==> config.mk <==
export PLATFORM = sky130hd
export DESIGN_NAME = uart_debug_controller
export DESIGN_NICKNAME = d
export VERILOG_FILES = /design/src/rtl/debug_pkg.sv /design/src/rtl/debug_dump_seq.sv /design/src/rtl/uart_debug_controller.sv
export SDC_FILE = /design/constraint.sdc
export NUM_CORES = 1
export LEC_CHECK = 0
export ABC_AREA = 1
export ABC_CLOCK_PERIOD_IN_PS = 3500
export CAP_MARGIN = 30
export CORE_ASPECT_RATIO = 1.75
export CORE_UTILIZATION = 28
export DETAILED_ROUTE_END_ITERATION = 6
export GPL_TIMING_DRIVEN = 0
export PLACE_DENSITY_LB_ADDON = 0.08
export SLEW_MARGIN = 20
export SYNTH_ARGS = -nofsm -noshare
export SYNTH_HDL_FRONTEND = slang
export SYNTH_HIERARCHICAL = 1
export SYNTH_SLANG_ARGS = --single-unit
==> constraint.sdc <==
create_clock -name i_clk -period 3.5 [get_ports i_clk]
set_clock_uncertainty 0.15 [all_clocks]
set_input_delay 0.525 -clock i_clk [delete_from_list [all_inputs] [get_ports i_clk]]
set_output_delay 0.525 -clock i_clk [all_outputs]
set_load 0.005 [all_outputs]
==> src/rtl/debug_pkg.sv <==
// Command words, halt marker and state encoding shared by the debug controller and its dump sequencer.
package debug_pkg;

  typedef enum logic [3:0] {
    IDLE, DECODE, LOAD, RUN, STEP_WAIT, STEP_PULSE,
    DUMP_REG, DUMP_MEM, DUMP_LAT, SEND_TAIL
  } state_t;

  localparam logic [31:0] CMD_RINS    = "rins";
  localparam logic [31:0] CMD_CONT    = "cont";
  localparam logic [31:0] CMD_STEP    = "step";
  localparam logic [31:0] CMD_NEXT    = "next";
  localparam logic [31:0] CMD_FPIP    = "fpip";
  localparam logic [31:0] CMD_IEOF    = "ieof";
  localparam logic [31:0] CMD_STOP    = "stop";
  localparam logic [31:0] CMD_ERR     = "err?";
  localparam logic [31:0] CMD_OVFL    = "ovfl";
  localparam logic [31:0] HALT_MARKER = 32'hFFFF_FFFF;

  function automatic logic [31:0] sat_inc(input logic [31:0] v);
    return (&v) ? v : v + 32'd1;
  endfunction

endpackage

==> src/rtl/debug_dump_seq.sv <==
// Walks registers, data memory and pipeline latches, offering one word at a time to the transmitter.
// Each word needs one cycle of stable address before it is offered; advances only when the offer is taken.
module debug_dump_seq
  import debug_pkg::*;
#(
  parameter int WORD_W         = 32,
  parameter int REG_ADDR_BITS  = 5,
  parameter int DMEM_ADDR_BITS = 8,
  parameter int LATCH_WORDS    = 12
) (
  input  logic                          i_clk,
  input  logic                          i_reset,
  input  logic                          start,
  input  logic                          tx_ok,
  input  logic [WORD_W-1:0]             reg_data,
  input  logic [WORD_W-1:0]             dmem_data,
  input  logic [LATCH_WORDS*WORD_W-1:0] latches,
  output state_t                        next_phase,
  output logic                          done,
  output logic                          tx_req,
  output logic [WORD_W-1:0]             tx_word,
  output logic [REG_ADDR_BITS-1:0]      reg_addr,
  output logic [DMEM_ADDR_BITS-1:0]     dmem_addr
);

  localparam int LAT_BITS = $clog2(LATCH_WORDS + 1);
  localparam int AW       = (REG_ADDR_BITS > DMEM_ADDR_BITS) ? REG_ADDR_BITS : DMEM_ADDR_BITS;
  localparam int CW       = ((AW > LAT_BITS) ? AW : LAT_BITS) + 1;

  state_t        phase;
  logic [CW-1:0] cnt, cnt_inc, phase_len;
  logic          primed, fire, last;
  logic [WORD_W-1:0] lat_word;

  assign cnt_inc  = cnt + CW'(1);
  assign tx_req   = primed && (phase != IDLE);
  assign fire     = tx_req && tx_ok;
  assign last     = (cnt_inc == phase_len);
  assign done     = fire && last && (phase == DUMP_LAT);
  assign reg_addr  = (phase == DUMP_REG) ? cnt[REG_ADDR_BITS-1:0] : '0;
  assign dmem_addr = (phase == DUMP_MEM) ? cnt[DMEM_ADDR_BITS-1:0] : '0;

  always_comb begin
    lat_word = '0;
    for (int k = 0; k < LATCH_WORDS; k++) begin
      if (cnt == CW'(k)) lat_word = latches[k*WORD_W +: WORD_W];
    end
  end

  always_comb begin
    phase_len  = CW'(LATCH_WORDS);
    tx_word    = lat_word;
    next_phase = phase;
    case (phase)
      DUMP_REG: begin phase_len = CW'(1) << REG_ADDR_BITS;  tx_word = reg_data;  end
      DUMP_MEM: begin phase_len = CW'(1) << DMEM_ADDR_BITS; tx_word = dmem_data; end
      default: ;
    endcase
    if (start) begin
      next_phase = DUMP_REG;
    end else if (fire && last) begin
      case (phase)
        DUMP_REG: next_phase = DUMP_MEM;
        DUMP_MEM: next_phase = DUMP_LAT;
        default:  next_phase = IDLE;
      endcase
    end
  end

  // primed marks that the address has been stable for a cycle, so read data is current
  always_ff @(posedge i_clk) begin
    if (i_reset) begin
      phase  <= IDLE;
      cnt    <= '0;
      primed <= 1'b0;
    end else begin
      phase <= next_phase;
      if (start) begin
        cnt    <= '0;
        primed <= 1'b0;
      end else if (fire) begin
        cnt    <= last ? '0 : cnt_inc;
        primed <= 1'b0;
      end else begin
        primed <= (phase != IDLE);
      end
    end
  end

endmodule

==> src/rtl/uart_debug_controller.sv <==
// Command decoder for the UART debug link: loads instruction memory, runs/steps the core and dumps state.
// Transmit words are registered and never issued on back-to-back cycles; receive words outside listening states are dropped.
module uart_debug_controller
  import debug_pkg::*;
#(
  parameter int WORD_W         = 32,
  parameter int REG_ADDR_BITS  = 5,
  parameter int DMEM_ADDR_BITS = 8,
  parameter int IMEM_ADDR_BITS = 6,
  parameter int LATCH_WORDS    = 12
) (
  input  logic                          i_clk,
  input  logic                          i_reset,
  input  logic [WORD_W-1:0]             i_rx_word,
  input  logic                          i_rx_valid,
  output logic [WORD_W-1:0]             o_tx_word,
  output logic                          o_tx_valid,
  input  logic                          i_tx_ready,
  output logic [REG_ADDR_BITS-1:0]      o_reg_addr,
  input  logic [WORD_W-1:0]             i_reg_data,
  output logic [DMEM_ADDR_BITS-1:0]     o_dmem_addr,
  input  logic [WORD_W-1:0]             i_dmem_data,
  input  logic [LATCH_WORDS*WORD_W-1:0] i_latches,
  output logic                          o_imem_wr_en,
  output logic [IMEM_ADDR_BITS-1:0]     o_imem_wr_addr,
  output logic [WORD_W-1:0]             o_imem_wr_data,
  output logic                          o_run,
  output logic                          o_step,
  input  logic                          i_halted,
  output logic                          o_busy
);

  localparam logic [IMEM_ADDR_BITS:0] LOAD_FULL = {1'b1, {IMEM_ADDR_BITS{1'b0}}};

  state_t state, state_nxt, dump_phase_nxt;
  logic [WORD_W-1:0]       cmd_q, tail_w0, tail_w1, tail_a, tail_b, issue_word, dump_tx_word;
  logic [IMEM_ADDR_BITS:0] load_addr;
  logic [31:0]             cyc_cnt, cyc_inc;
  logic [1:0]              tail_left, tail_n;
  logic from_step, tail_set, wr_fire, load_clr, cyc_clr, dump_start, dump_active;
  logic tx_ok, issue, dump_tx_req, dump_done;

  assign cyc_inc     = sat_inc(cyc_cnt);
  assign tx_ok       = i_tx_ready && !o_tx_valid;
  assign dump_active = (state == DUMP_REG) || (state == DUMP_MEM) || (state == DUMP_LAT);
  assign issue       = tx_ok && ((state == SEND_TAIL) || (dump_active && dump_tx_req));
  assign issue_word  = (state == SEND_TAIL) ? tail_w0 : dump_tx_word;
  assign o_run       = (state == RUN);
  assign o_step      = (state == STEP_PULSE);
  assign o_busy      = (state != IDLE);

  always_comb begin
    state_nxt  = state;
    tail_set   = 1'b0;
    tail_a     = '0;
    tail_b     = '0;
    tail_n     = 2'd0;
    wr_fire    = 1'b0;
    load_clr   = 1'b0;
    cyc_clr    = 1'b0;
    dump_start = 1'b0;
    case (state)
      IDLE: if (i_rx_valid) state_nxt = DECODE;
      DECODE: begin
        if (cmd_q == WORD_W'(CMD_RINS)) begin
          state_nxt = LOAD;
          load_clr  = 1'b1;
        end else if (cmd_q == WORD_W'(CMD_CONT)) begin
          state_nxt = RUN;
          cyc_clr   = 1'b1;
        end else if (cmd_q == WORD_W'(CMD_STEP)) begin
          state_nxt = STEP_WAIT;
        end else if (cmd_q == WORD_W'(CMD_FPIP)) begin
          state_nxt  = DUMP_REG;
          dump_start = 1'b1;
        end else begin
          state_nxt = SEND_TAIL;
          tail_set  = 1'b1;
          tail_a    = WORD_W'(CMD_ERR);
          tail_n    = 2'd1;
        end
      end
      LOAD: if (i_rx_valid) begin
        if (i_rx_word == WORD_W'(CMD_IEOF)) begin
          state_nxt = SEND_TAIL;
          tail_set  = 1'b1;
          tail_a    = WORD_W'(load_addr);
          tail_n    = 2'd1;
        end else if (load_addr == LOAD_FULL) begin
          state_nxt = SEND_TAIL;
          tail_set  = 1'b1;
          tail_a    = WORD_W'(CMD_OVFL);
          tail_n    = 2'd1;
        end else begin
          wr_fire = 1'b1;
        end
      end
      // the exit cycle is itself a RUN cycle, so the reported count includes it
      RUN: if (i_halted || (i_rx_valid && i_rx_word == WORD_W'(CMD_STOP))) begin
        state_nxt = SEND_TAIL;
        tail_set  = 1'b1;
        tail_a    = i_halted ? WORD_W'(HALT_MARKER) : WORD_W'(CMD_STOP);
        tail_b    = WORD_W'(cyc_inc);
        tail_n    = 2'd2;
      end
      STEP_WAIT: begin
        if (i_halted) begin
          state_nxt = SEND_TAIL;
          tail_set  = 1'b1;
          tail_a    = WORD_W'(HALT_MARKER);
          tail_n    = 2'd1;
        end else if (i_rx_valid && i_rx_word == WORD_W'(CMD_NEXT)) begin
          state_nxt = STEP_PULSE;
        end else if (i_rx_valid && i_rx_word == WORD_W'(CMD_STOP)) begin
          state_nxt = SEND_TAIL;
          tail_set  = 1'b1;
          tail_a    = WORD_W'(CMD_STOP);
          tail_n    = 2'd1;
        end
      end
      STEP_PULSE: begin
        state_nxt  = DUMP_REG;
        dump_start = 1'b1;
      end
      DUMP_REG, DUMP_MEM, DUMP_LAT:
        state_nxt = dump_done ? (from_step ? STEP_WAIT : IDLE) : dump_phase_nxt;
      SEND_TAIL: if (tx_ok && tail_left == 2'd1) state_nxt = IDLE;
      default: state_nxt = IDLE;
    endcase
  end

  always_ff @(posedge i_clk) begin
    if (i_reset) begin
      state          <= IDLE;
      cmd_q          <= '0;
      load_addr      <= '0;
      cyc_cnt        <= '0;
      tail_w0        <= '0;
      tail_w1        <= '0;
      tail_left      <= '0;
      from_step      <= 1'b0;
      o_imem_wr_en   <= 1'b0;
      o_imem_wr_addr <= '0;
      o_imem_wr_data <= '0;
      o_tx_valid     <= 1'b0;
      o_tx_word      <= '0;
    end else begin
      state <= state_nxt;
      if (state == IDLE && i_rx_valid) cmd_q <= i_rx_word;
      if (load_clr) load_addr <= '0;
      else if (wr_fire) load_addr <= load_addr + (IMEM_ADDR_BITS+1)'(1);
      o_imem_wr_en <= wr_fire;
      if (wr_fire) begin
        o_imem_wr_addr <= load_addr[IMEM_ADDR_BITS-1:0];
        o_imem_wr_data <= i_rx_word;
      end
      if (cyc_clr) cyc_cnt <= '0;
      else if (state == RUN) cyc_cnt <= cyc_inc;
      if (tail_set) begin
        tail_w0   <= tail_a;
        tail_w1   <= tail_b;
        tail_left <= tail_n;
      end else if (state == SEND_TAIL && tx_ok) begin
        tail_w0   <= tail_w1;
        tail_w1   <= '0;
        tail_left <= tail_left - 2'd1;
      end
      if (dump_start) from_step <= (state == STEP_PULSE);
      o_tx_valid <= issue;
      if (issue) o_tx_word <= issue_word;
    end
  end

  debug_dump_seq #(
    .WORD_W(WORD_W), .REG_ADDR_BITS(REG_ADDR_BITS),
    .DMEM_ADDR_BITS(DMEM_ADDR_BITS), .LATCH_WORDS(LATCH_WORDS)
  ) u_dump (
    .i_clk(i_clk), .i_reset(i_reset), .start(dump_start), .tx_ok(tx_ok),
    .reg_data(i_reg_data), .dmem_data(i_dmem_data), .latches(i_latches),
    .next_phase(dump_phase_nxt), .done(dump_done), .tx_req(dump_tx_req),
    .tx_word(dump_tx_word), .reg_addr(o_reg_addr), .dmem_addr(o_dmem_addr)
  );

endmodule
Word level (Yosys, flattened, before mapping)
Index checks and enable logic that the tools add are counted.
{"block": "totals", "reg_bits": 228, "input_bits": 485, "word_cells": 185}
{"block": "op_classes", "reduce_logical": 29, "mux": 97, "n_eq_ne": 39, "add_sub_neg": 4}
{"operator": "32-bit two-way mux", "n": 23}
{"operator": "31-bit two-way mux", "n": 9}
{"operator": "32-bit by 31-bit == test with 1-bit output (second input constant)", "n": 7}
{"operator": "32-bit case mux with 4 select lines", "n": 1}
{"operator": "4-bit two-way mux", "n": 16}
{"operator": "32-bit case mux with 2 select lines", "n": 1}
{"operator": "9-bit by 3-bit == test with 1-bit output (second input constant)", "n": 4}
{"operator": "9-bit by 4-bit == test with 1-bit output (second input constant)", "n": 4}
{"operator": "1-bit two-way mux", "n": 34}
{"operator": "32-bit by 1-bit adder with 32-bit output (second input constant)", "n": 1}
{"operator": "4-bit case mux with 8 select lines", "n": 1}
{"operator": "32-bit AND reduction", "n": 1}
{"operator": "4-bit by 3-bit == test with 1-bit output (second input constant)", "n": 6}
{"operator": "9-bit by 2-bit == test with 1-bit output (second input constant)", "n": 2}
{"operator": "9-bit case mux with 2 select lines", "n": 1}
{"operator": "4-bit == test (second input constant)", "n": 3}
{"operator": "1-bit logical AND", "n": 12}
{"operator": "9-bit by 1-bit adder with 9-bit output (second input constant)", "n": 1}
{"operator": "9-bit by 1-bit == test with 1-bit output (second input constant)", "n": 1}
{"operator": "9-bit == test", "n": 1}
{"operator": "9-bit logical NOT", "n": 1}
{"operator": "9-bit two-way mux", "n": 1}
{"operator": "4-bit by 2-bit == test with 1-bit output (second input constant)", "n": 2}
{"operator": "8-bit two-way mux", "n": 1}
{"operator": "other kinds (24)", "n": 35}

Logic depth before layout (Yosys ltp)
{"block": "depth", "word_depth": 15, "depth_mapped": 26}

Cells and area by module
The synthesis kept the hierarchy.
{"mod": "uart_debug_controller", "area_per_inst_um2": 10443.8, "instances": 1, "cells_each": 1553}
{"mod": "debug_dump_seq", "area_per_inst_um2": 6284.8, "instances": 1, "cells_each": 1368}

Worst setup path after synthesis
Ideal clock, no wire load.
{"block": "synth_timing", "kind": "register to register", "from": "register u_dump.cnt[0]", "to": "register state[3]", "n_path_buf": 0, "setup_ps": 132, "arrival_time_ps": 2362, "path_stages_with_launch": 18, "synth_period_minus_slack_ps": 2644, "setup_slack_ps": 856, "cell_sequence": "dfxtp_1 ha_1 nand3_1 nor2_1 nand2_1 xor2_1 inv_1 nor2_1 nor3_1 nand2_1 nor2_2 inv_1 nor4_1 inv_1 a31oi_1 nand3_1 nand2_1 a21oi_1"}
{"block": "synth_via", "word_cells_on_any_way": 8}
{"item": "from (decl)", "line_no": "debug_dump_seq.sv:31", "source": "logic [CW-1:0] cnt, cnt_inc, phase_len;"}
{"item": "from (signal assigned)", "line_no": "debug_dump_seq.sv:82", "source": "cnt <= last ? '0 : cnt_inc;"}
{"item": "9-bit by 1-bit adder with 9-bit output", "line_no": "debug_dump_seq.sv:35", "source": "assign cnt_inc = cnt + CW'(1);"}
{"item": "9-bit == test", "line_no": "debug_dump_seq.sv:38", "source": "assign last = (cnt_inc == phase_len);"}
{"item": "1-bit logical AND (2 in a row)", "line_no": "debug_dump_seq.sv:39", "source": "assign done = fire && last && (phase == DUMP_LAT);"}
{"item": "via dump_done", "line_no": "uart_debug_controller.sv:41", "source": "logic tx_ok, issue, dump_tx_req, dump_done;"}
{"item": "4-bit two-way mux", "line_no": "uart_debug_controller.sv:126", "source": "state_nxt = dump_done ? (from_step ? STEP_WAIT : IDLE) : dump_phase_nxt;"}
{"item": "4-bit case mux with 8 select lines", "line_no": "uart_debug_controller.sv:62", "source": "case (state)"}
{"item": "to (signal assigned)", "line_no": "uart_debug_controller.sv:148", "source": "state <= state_nxt;"}
{"item": "to (decl)", "line_no": "uart_debug_controller.sv:35", "source": "state_t state, state_nxt, dump_phase_nxt;"}
The timed path passes the listed nets, and every way through them passes these cells.
A chain may end at the register's enable or synchronous reset.

Worst setup path in the final report
{"block": "layout_timing", "from": "register u_dump.cnt[1]", "to": "register o_tx_word[26]"}
{"block": "layout_via", "elab_chain_cells": 15, "word_cells_on_any_way": 26}
{"item": "9-bit logical NOT", "line_no": "debug_dump_seq.sv:46", "source": "if (cnt == CW'(k)) lat_word = latches[k*WORD_W +: WORD_W];"}
{"item": "32-bit two-way mux (11 in a row)", "line_no": "debug_dump_seq.sv:46"}
{"item": "32-bit two-way mux (*)", "line_no": "debug_dump_seq.sv:46"}
{"item": "32-bit case mux with 2 select lines (*)", "line_no": "debug_dump_seq.sv:54", "source": "case (phase)"}
{"item": "via dump_tx_word[26]", "line_no": "uart_debug_controller.sv:36", "source": "logic [WORD_W-1:0] cmd_q, tail_w0, tail_w1, tail_a, tail_b, issue_word, dump_tx_word;"}
{"item": "32-bit two-way mux (*)", "line_no": "uart_debug_controller.sv:47", "source": "assign issue_word = (state == SEND_TAIL) ? tail_w0 : dump_tx_word;"}
{"item": "to (signal assigned)", "line_no": "uart_debug_controller.sv:170", "source": "if (issue) o_tx_word <= issue_word;"}
{"item": "to (decl)", "line_no": "uart_debug_controller.sv:16", "source": "output logic [WORD_W-1:0] o_tx_word,"}
Mark *: on every way through the listed nets, which the timed path passes. The rest lies on a longest branch.

==> metrics.txt <==
Placed Cells 4273; setup ws final 109.3 ps; Max-cap violations 0; Most used DFF post-synth dfxtp_1; Root Driver clkbuf_16; clock latency on the worst-skew pair 550 ps; GRT Overall Usage 31.20%; commonest cells after routing, fill and taps aside nand2_1 (937), clkdlybuf4s50_1 (571), inv_1 (371), nor2_1 (310), o21ai_0 (233); WS Path Type flip-flop to flip-flop; worst slew pin tran 920.8 ps; Synth area leader dfxtp_1; H-tree level count 1; fin crit period 3391 ps; Post-synth ARST share 0%; Final Cycle Share 96.88%; Cell Area, Synth 0.01673 mm²; Min-Delay Startpoint i_rx_valid; final setup violation count 0; Ys Warns 6; die area 0.06076 mm²; Hold Fails Final Rpt 0; Syn Nets 3415; Cell variety after synth 48; I/O Buffers 571; most common cell after layout, fill and taps aside nand2_1; Final ANT Viol Nets 0; Slew headroom 38.61%; Syn Inst Count 2921; core area 0.05906 mm²; GRT overflow 0; critical path launch point u_dump/cnt[1]$_SDFFE_PP0P_; sw power 2625 µW; Detailed Route Iter0 Violations 1244; vias per cell 4.857; Seq/Total Area, Yosys 27.28%; WP data arrival 3720 ps; DR vias 21070; Leakage Power 0.01068 µW; largest net degree at the start of global routing 16; Core Rows 118; share of cells above drive strength 1 6.120%; gpl congestion 0.9910; Die Y 325.3 µm; endpoint class of the critical path flip-flop; area delta synth->final 45.74%; Gate power share 31.0%; Place WS -478.8 ps; drt wl/cell 22.65 µm; CP required 3830 ps; largest cells by area after synthesis dfxtp_1 (27%), nand2_1 (21%), inv_1 (8.4%); Slew Limit Fails 0; Synth Register Bits 228; maximum vdd drop 375.2 µV; starting density of the core 28.33%; top cell type's share of synthesized area 27.28%; Post-CTS Hold Fix Bufs 0; Total Wirelength 98.27 mm; syn avg cell area 5.727 µm²; Post-DP HPWL 84.64 mm; Die X-Extent 186.8 µm; status finished, final reports clean; initial antenna violation count 20; CTS clk-pin slew, worst paths 70 ps; Flop pwr share 37.3%; Post-Layout Cell Count 4338; number of synthesized flops with an enable pin 0; clk sink count 228; Switching Fraction 34.10%; reg2reg start u_dump/cnt[1]$_SDFFE_PP0P_; first-pass GRT wire length 139.8 mm; fin nets 4024; CP max FO 10; Int Pwr 5074 µW; Clock Path Buffers 3; TritonCTS Buffers 23; pwr/cell area 315.8 mW/mm²; RSZ-0062 raised after global routing yes; achievable frequency 294.9 MHz; Clk network pwr share 31.7%; vias in the first global route 20950; Startpoint Class flip-flop; Pre-Repair DR Iteration Count 5; CTS tree built; Residual DRC 0; IO Pins 573; Post-Route Setup TNS 0 ps; hold crit path type input pin to flip-flop
==> final timing paths <==
kind,to,slack (ps),depth (start not counted)
max,o_tx_word[26]$_SDFFE_PP0P_,110,23
min,cmd_q[0]$_SDFFE_PP0P_,230,3
max reg2reg,o_tx_word[26]$_SDFFE_PP0P_,110,23
min reg2reg,cmd_q[23]$_SDFFE_PP0P_,320,2
==> registers in the layout, summed over array words and instances (netlist names) <==
register	flops
o_tx_word	32
u_dump/primed	1
load_addr	7
state	4
o_imem_wr_addr	6
cyc_cnt	32
o_imem_wr_data	32
tail_w0	32
tail_left	2
u_dump/cnt	9
o_tx_valid	1
cmd_q	32
u_dump/phase	4
from_step	1
tail_w1	32
o_imem_wr_en	1
==> area by class of cell <==
type | count | area, µm²
multi-input combinational | 2139 | 10030
tap | 780 | 975.9
clock inverter | 12 | 87.58
timing repair buffer | 585 | 5841
inverter | 398 | 1496
fill | 6470 | 34680
clock buffer | 29 | 638.1
antenna | 12 | 30.03
sequential | 228 | 4564
buffer | 155 | 713.2
==> synth_stat cells (2+ instances only) <==
library cell	number
a31oi_1	44
o211ai_1	16
xor2_1	34
nand3b_1	13
nor2_4	8
inv_2	22
a21oi_1	143
dfxtp_1	228
o21bai_1	8
nor2_1	311
clkinv_1	3
buf_4	6
o21ai_1	37
a211oi_1	5
nand4_1	64
a22o_1	32
buf_2	42
o21ai_0	233
nand3_2	3
buf_1	5
buf_6	5
nor3_1	21
or2_1	7
xnor2_1	4
nand2_1	939
nand3_1	112
o22ai_1	13
or2_2	25
inv_1	373
clkbuf_1	97
or2_0	13
nand2_2	7
nor2_2	19
ha_1	9
nor4_1	5
nor3_2	2
and2_1	2
==> cells by family (layout without fill, tap and decap cells) <==
group | count (synthesis) | after routing | synth area share, %
and+or+nand+nor | 1556 | 1556 | 39.17
AOI/OAI and AO/OA | 536 | 536 | 17.77
DFF | 228 | 228 | 27.28
xor gates and xnor gates | 38 | 38 | 1.990
adders and majority gates | 9 | 9 | 0.6732
other | 0 | 12 | 0
buffers and inverters | 554 | 1179 | 13.11
==> metrics by stage <==
stage                     power [µW]  cell area, µm²  hold slack [ps]  utilization, %
after floorplan                 4013           16730            294.0               -
after global placement          5259           23420            304.4           39.66
after detailed placement        5268           23440            304.9           39.68
after CTS                       7741           24260            202.1           41.07
after global routing            8061           24380            231.5           41.28
final                           7699           24380            227.1           41.28
==> power by group through the flow <==
stage               clock network, µW  registers [µW]  logic [µW]
floorplan                           0            2890        1120
global placement                    0            2920        2340
detailed placement                  0            2920        2340
CTS                              2490            2870        2380
global route                     2570            2890        2600
finish                           2440            2870        2390
==> metal layers <==
metal / up-vias / part of all wire (%) / track usage, %
li1: 10480 / - / -
met1: 9591 / 34 / 30.29
met2: 795 / 54 / 61.07
met3: 186 / 5.5 / 4.909
met4: 14 / 6.4 / 18.39
met5: - / 0.095 / 0
==> worst max-delay path: stages (launching register included) <==
cell and delay, ps:
dfxtp_1 380, inv_2 160, ha_1 160, inv_1 60, nor2_4 180, nand4_4 200
inv_2 210, clkbuf_4 250, nand2_1 70, nand3_1 90, o211ai_1 200, nand3b_1 160
nand2_1 60, nand2_1 50, nand2_1 180, nand2_1 110, nand2_1 60, nand2_1 50
nand2_1 80, nand2_1 60, nand2_1 40, nand2_1 100, nand2_1 80, a31oi_1 170
==> repair_timing <==
item	in CTS	in global routing
pin swaps	3	4
setup endpoints to repair	41	26
resized for setup	13	26
buffers inserted	5	8
(Power assumes the default switching activity.)
==> RTL edit, RTL diff (same settings) <==
`REG_ADDR_BITS` is set to 5 in 2 places; all go to 3.
--- a/src/rtl/debug_dump_seq.sv
+++ b/src/rtl/debug_dump_seq.sv
@@ -4,7 +4,7 @@
   import debug_pkg::*;
 #(
   parameter int WORD_W         = 32,
-  parameter int REG_ADDR_BITS  = 5,
+  parameter int REG_ADDR_BITS  = 3,
   parameter int DMEM_ADDR_BITS = 8,
   parameter int LATCH_WORDS    = 12
 ) (
--- a/src/rtl/uart_debug_controller.sv
+++ b/src/rtl/uart_debug_controller.sv
@@ -4,7 +4,7 @@
   import debug_pkg::*;
 #(
   parameter int WORD_W         = 32,
-  parameter int REG_ADDR_BITS  = 5,
+  parameter int REG_ADDR_BITS  = 3,
   parameter int DMEM_ADDR_BITS = 8,
   parameter int IMEM_ADDR_BITS = 6,
   parameter int LATCH_WORDS    = 12
Ports: changed (resized o_reg_addr); port bits go from 573 to 571. No check against the original RTL was run, so the function may have changed too.
==> RTL edit against the original RTL <==
Area after synthesis rose by 2.1%; largest power group unchanged; global-route usage is 0.25 points lower; worst setup slack gained 0.057 ns; combinational power shrank 29%; synthesized cell count is 3.6% higher; design area is 0.99% higher; sequential share of layout area is 0.18 points lower; wire length grew 0.95%; core utilization decreased by 0.45 points; count of clock-buffer cells in the layout is 5 higher; sequential cell count is the same; power down 7.1%.
==> RTL edit: results (changes against the original RTL) <==
Outcome
  • Status: completed (unchanged)

Routing
  • DRT iter0 DRCs: 1039 (was 1244)
  • Final wirelength: 99.2 mm (was 98.3 mm)
  • Met3 wire length: 6.70 mm (was 5.43 mm)
  • Top routing layer in use: met5 (unchanged)
  • Drt first pass iters: 7 (was 5)
  • Wire length on met2: 53.5 mm (was 52.7 mm)
  • Met1 wire length: 33.5 mm (was 33.8 mm)
  • Number of vias per cell: 4.77 (was 4.86)

Setup path
  • Crit-path slowest cell: clkbuf_1 (was dfxtp_1)
  • Register-to-Register Path Depth: 15 (was 23)
  • Required @ worst endpoint: 3.82 ns (was 3.83 ns)
  • CP max FO: 10 (unchanged)
  • Slowest stage delay, CP: 0.62 ns (was 0.38 ns)

STA
  • Worst slew pin tran: 0.841 ns (was 0.921 ns)

Synth
  • Yosys warns: 6 (unchanged)
  • Sequential-to-total area share from yosys stat: 26.7% (was 27.3%)
  • Ys async rst share: 0% (unchanged)
  • Synth top area cells: dfxtp_1 (27%), nand2_1 (22%), inv_1 (8.8%) (was dfxtp_1 (27%), nand2_1 (21%), inv_1 (8.4%))
  • Syn nets: 3520 (was 3415)
  • Synth cell types: 46 (was 48)
  • Synth top cells by count: nand2_1 (1021), inv_1 (401), nor2_1 (313) (was nand2_1 (939), inv_1 (373), nor2_1 (311))

Clocking
  • Clock buffer depth: 3 (unchanged)
  • Clock root buffer master: clkbuf_16 (unchanged)
  • Clk pin slew, worst setup/hold paths: 0.06 ns
  • CTS buffer count: 22 (was 23)
  • Worst-Skew Late Latency: 0.55 ns (about the same)
  • H-tree levels: 1 (unchanged)

Hold path
  • Hold Path Class: in2reg (unchanged)
  • Hold-critical path depth: 3 (unchanged)

Power and ir drop
  • Leakage: 11.0 nW (was 10.7 nW)
  • Max rail drop VDD: 0.000297 V (was 0.000375 V)

Place
  • GPL Wtd Cong: 0.960 (was 0.991)
  • Buffers on Ports: 569 (was 571)
  • Dpl hpwl: 85.8 mm (was 84.6 mm)
  • Dpl ws: -0.308 ns (was -0.479 ns)

Global routing
  • Total GRT Usage: 30.9% (was 31.2%)
  • First-pass GRT wire length: 140 mm (about the same)
  • Vias in the first global route: 21.1k (was 21.0k)
  • Initial antenna violation count: 29 (was 20)
  • Largest net degree at the start of global routing: 16 (unchanged)

Finish
  • Fillers: 6899 (was 6470)
  • Layout cells sized above 1: 6.05% (was 6.12%)
  • Fin nets: 4114 (was 4024)
[RTL edit: cell types whose count changed in the layout (fill, tap and decap cells not counted), moves of 10 or more]
cell      unedited run  this run
buf_4               18         8
or2_2               25        37
a21oi_1            143       127
nand3_1            112       156
o211ai_1            16         0
nand2_1            937      1014
inv_1              371       399
[RTL edit: cell type report]
class                      count  area share, %
tap                          786           3.99
multi-input combinational   2212           41.5
clock buffer                  34           2.75
sequential                   228           18.5
buffer                       158           3.02
inverter                     427           6.52
timing repair buffer         571           23.2
clock inverter                 5          0.330
antenna                       13          0.132
[RTL edit: power by group]
part           leakage [nW]  internal, mW  total, mW  switching, mW
clock network         0.369          1.48       2.58           1.10
registers              1.85          2.76       2.87          0.105
logic                  8.77         0.802       1.70          0.903
total                  11.0          5.04       7.15           2.11
[RTL edit: logic make-up (layout without fill, tap and decap cells)]
logic type | after synthesis | after routing | synth area share [%]
adders and majority gates | 9 | 9 | 0.659
xor gates and xnor gates | 40 | 40 | 2.05
AOI/OAI and AO/OA | 484 | 484 | 15.5
other | 0 | 13 | 0
DFF | 228 | 228 | 26.7
and+or+nand+nor | 1679 | 1679 | 41.4
buffers and inverters | 586 | 1195 | 13.7
[RTL edit: timing repair]
item                                    in CTS  in global routing
pin swaps                                    1                  1
endpoints found under the setup margin      31                 23
buffers inserted                             2                  0
hold buffers                                 0                  0
gates resized for setup                     14                  9
[RTL edit: routing by layer]
metal  track usage [%]  vias up
met3              7.17      186
met2              61.5      730
met4              16.1       34
li1                  -    10700
met5                 0        -
met1              28.6     9510
[RTL edit: path summary, 6_finish.rpt]
| check | startpoint | endpoint | slack [ns] |
|---|---|---|---|
| setup / recovery | u_dump/cnt[7] | o_tx_word[7] | 0.17 |
| hold / removal | i_rx_valid | cmd_q[1] | 0.20 |
| setup reg to reg | u_dump/cnt[7] | o_tx_word[7] | 0.17 |
| hold reg to reg | o_imem_wr_data[28] | o_imem_wr_data[28] | 0.31 |
[RTL edit: stage by stage]
stage	cells	area [um^2]
floorplan	3026	17100
global placement	4381	23800
detailed placement	4381	23800
CTS	4421	24600
global route	4431	24600
finish	4434	24600
[RTL edit: critical path: cells and delay by family (launching register included)]
family / cells / cell delay [ns]
simple gates: 9 / 1.44
flops: 1 / 0.39
buf+inv: 4 / 0.90
compound gates: 2 / 0.37
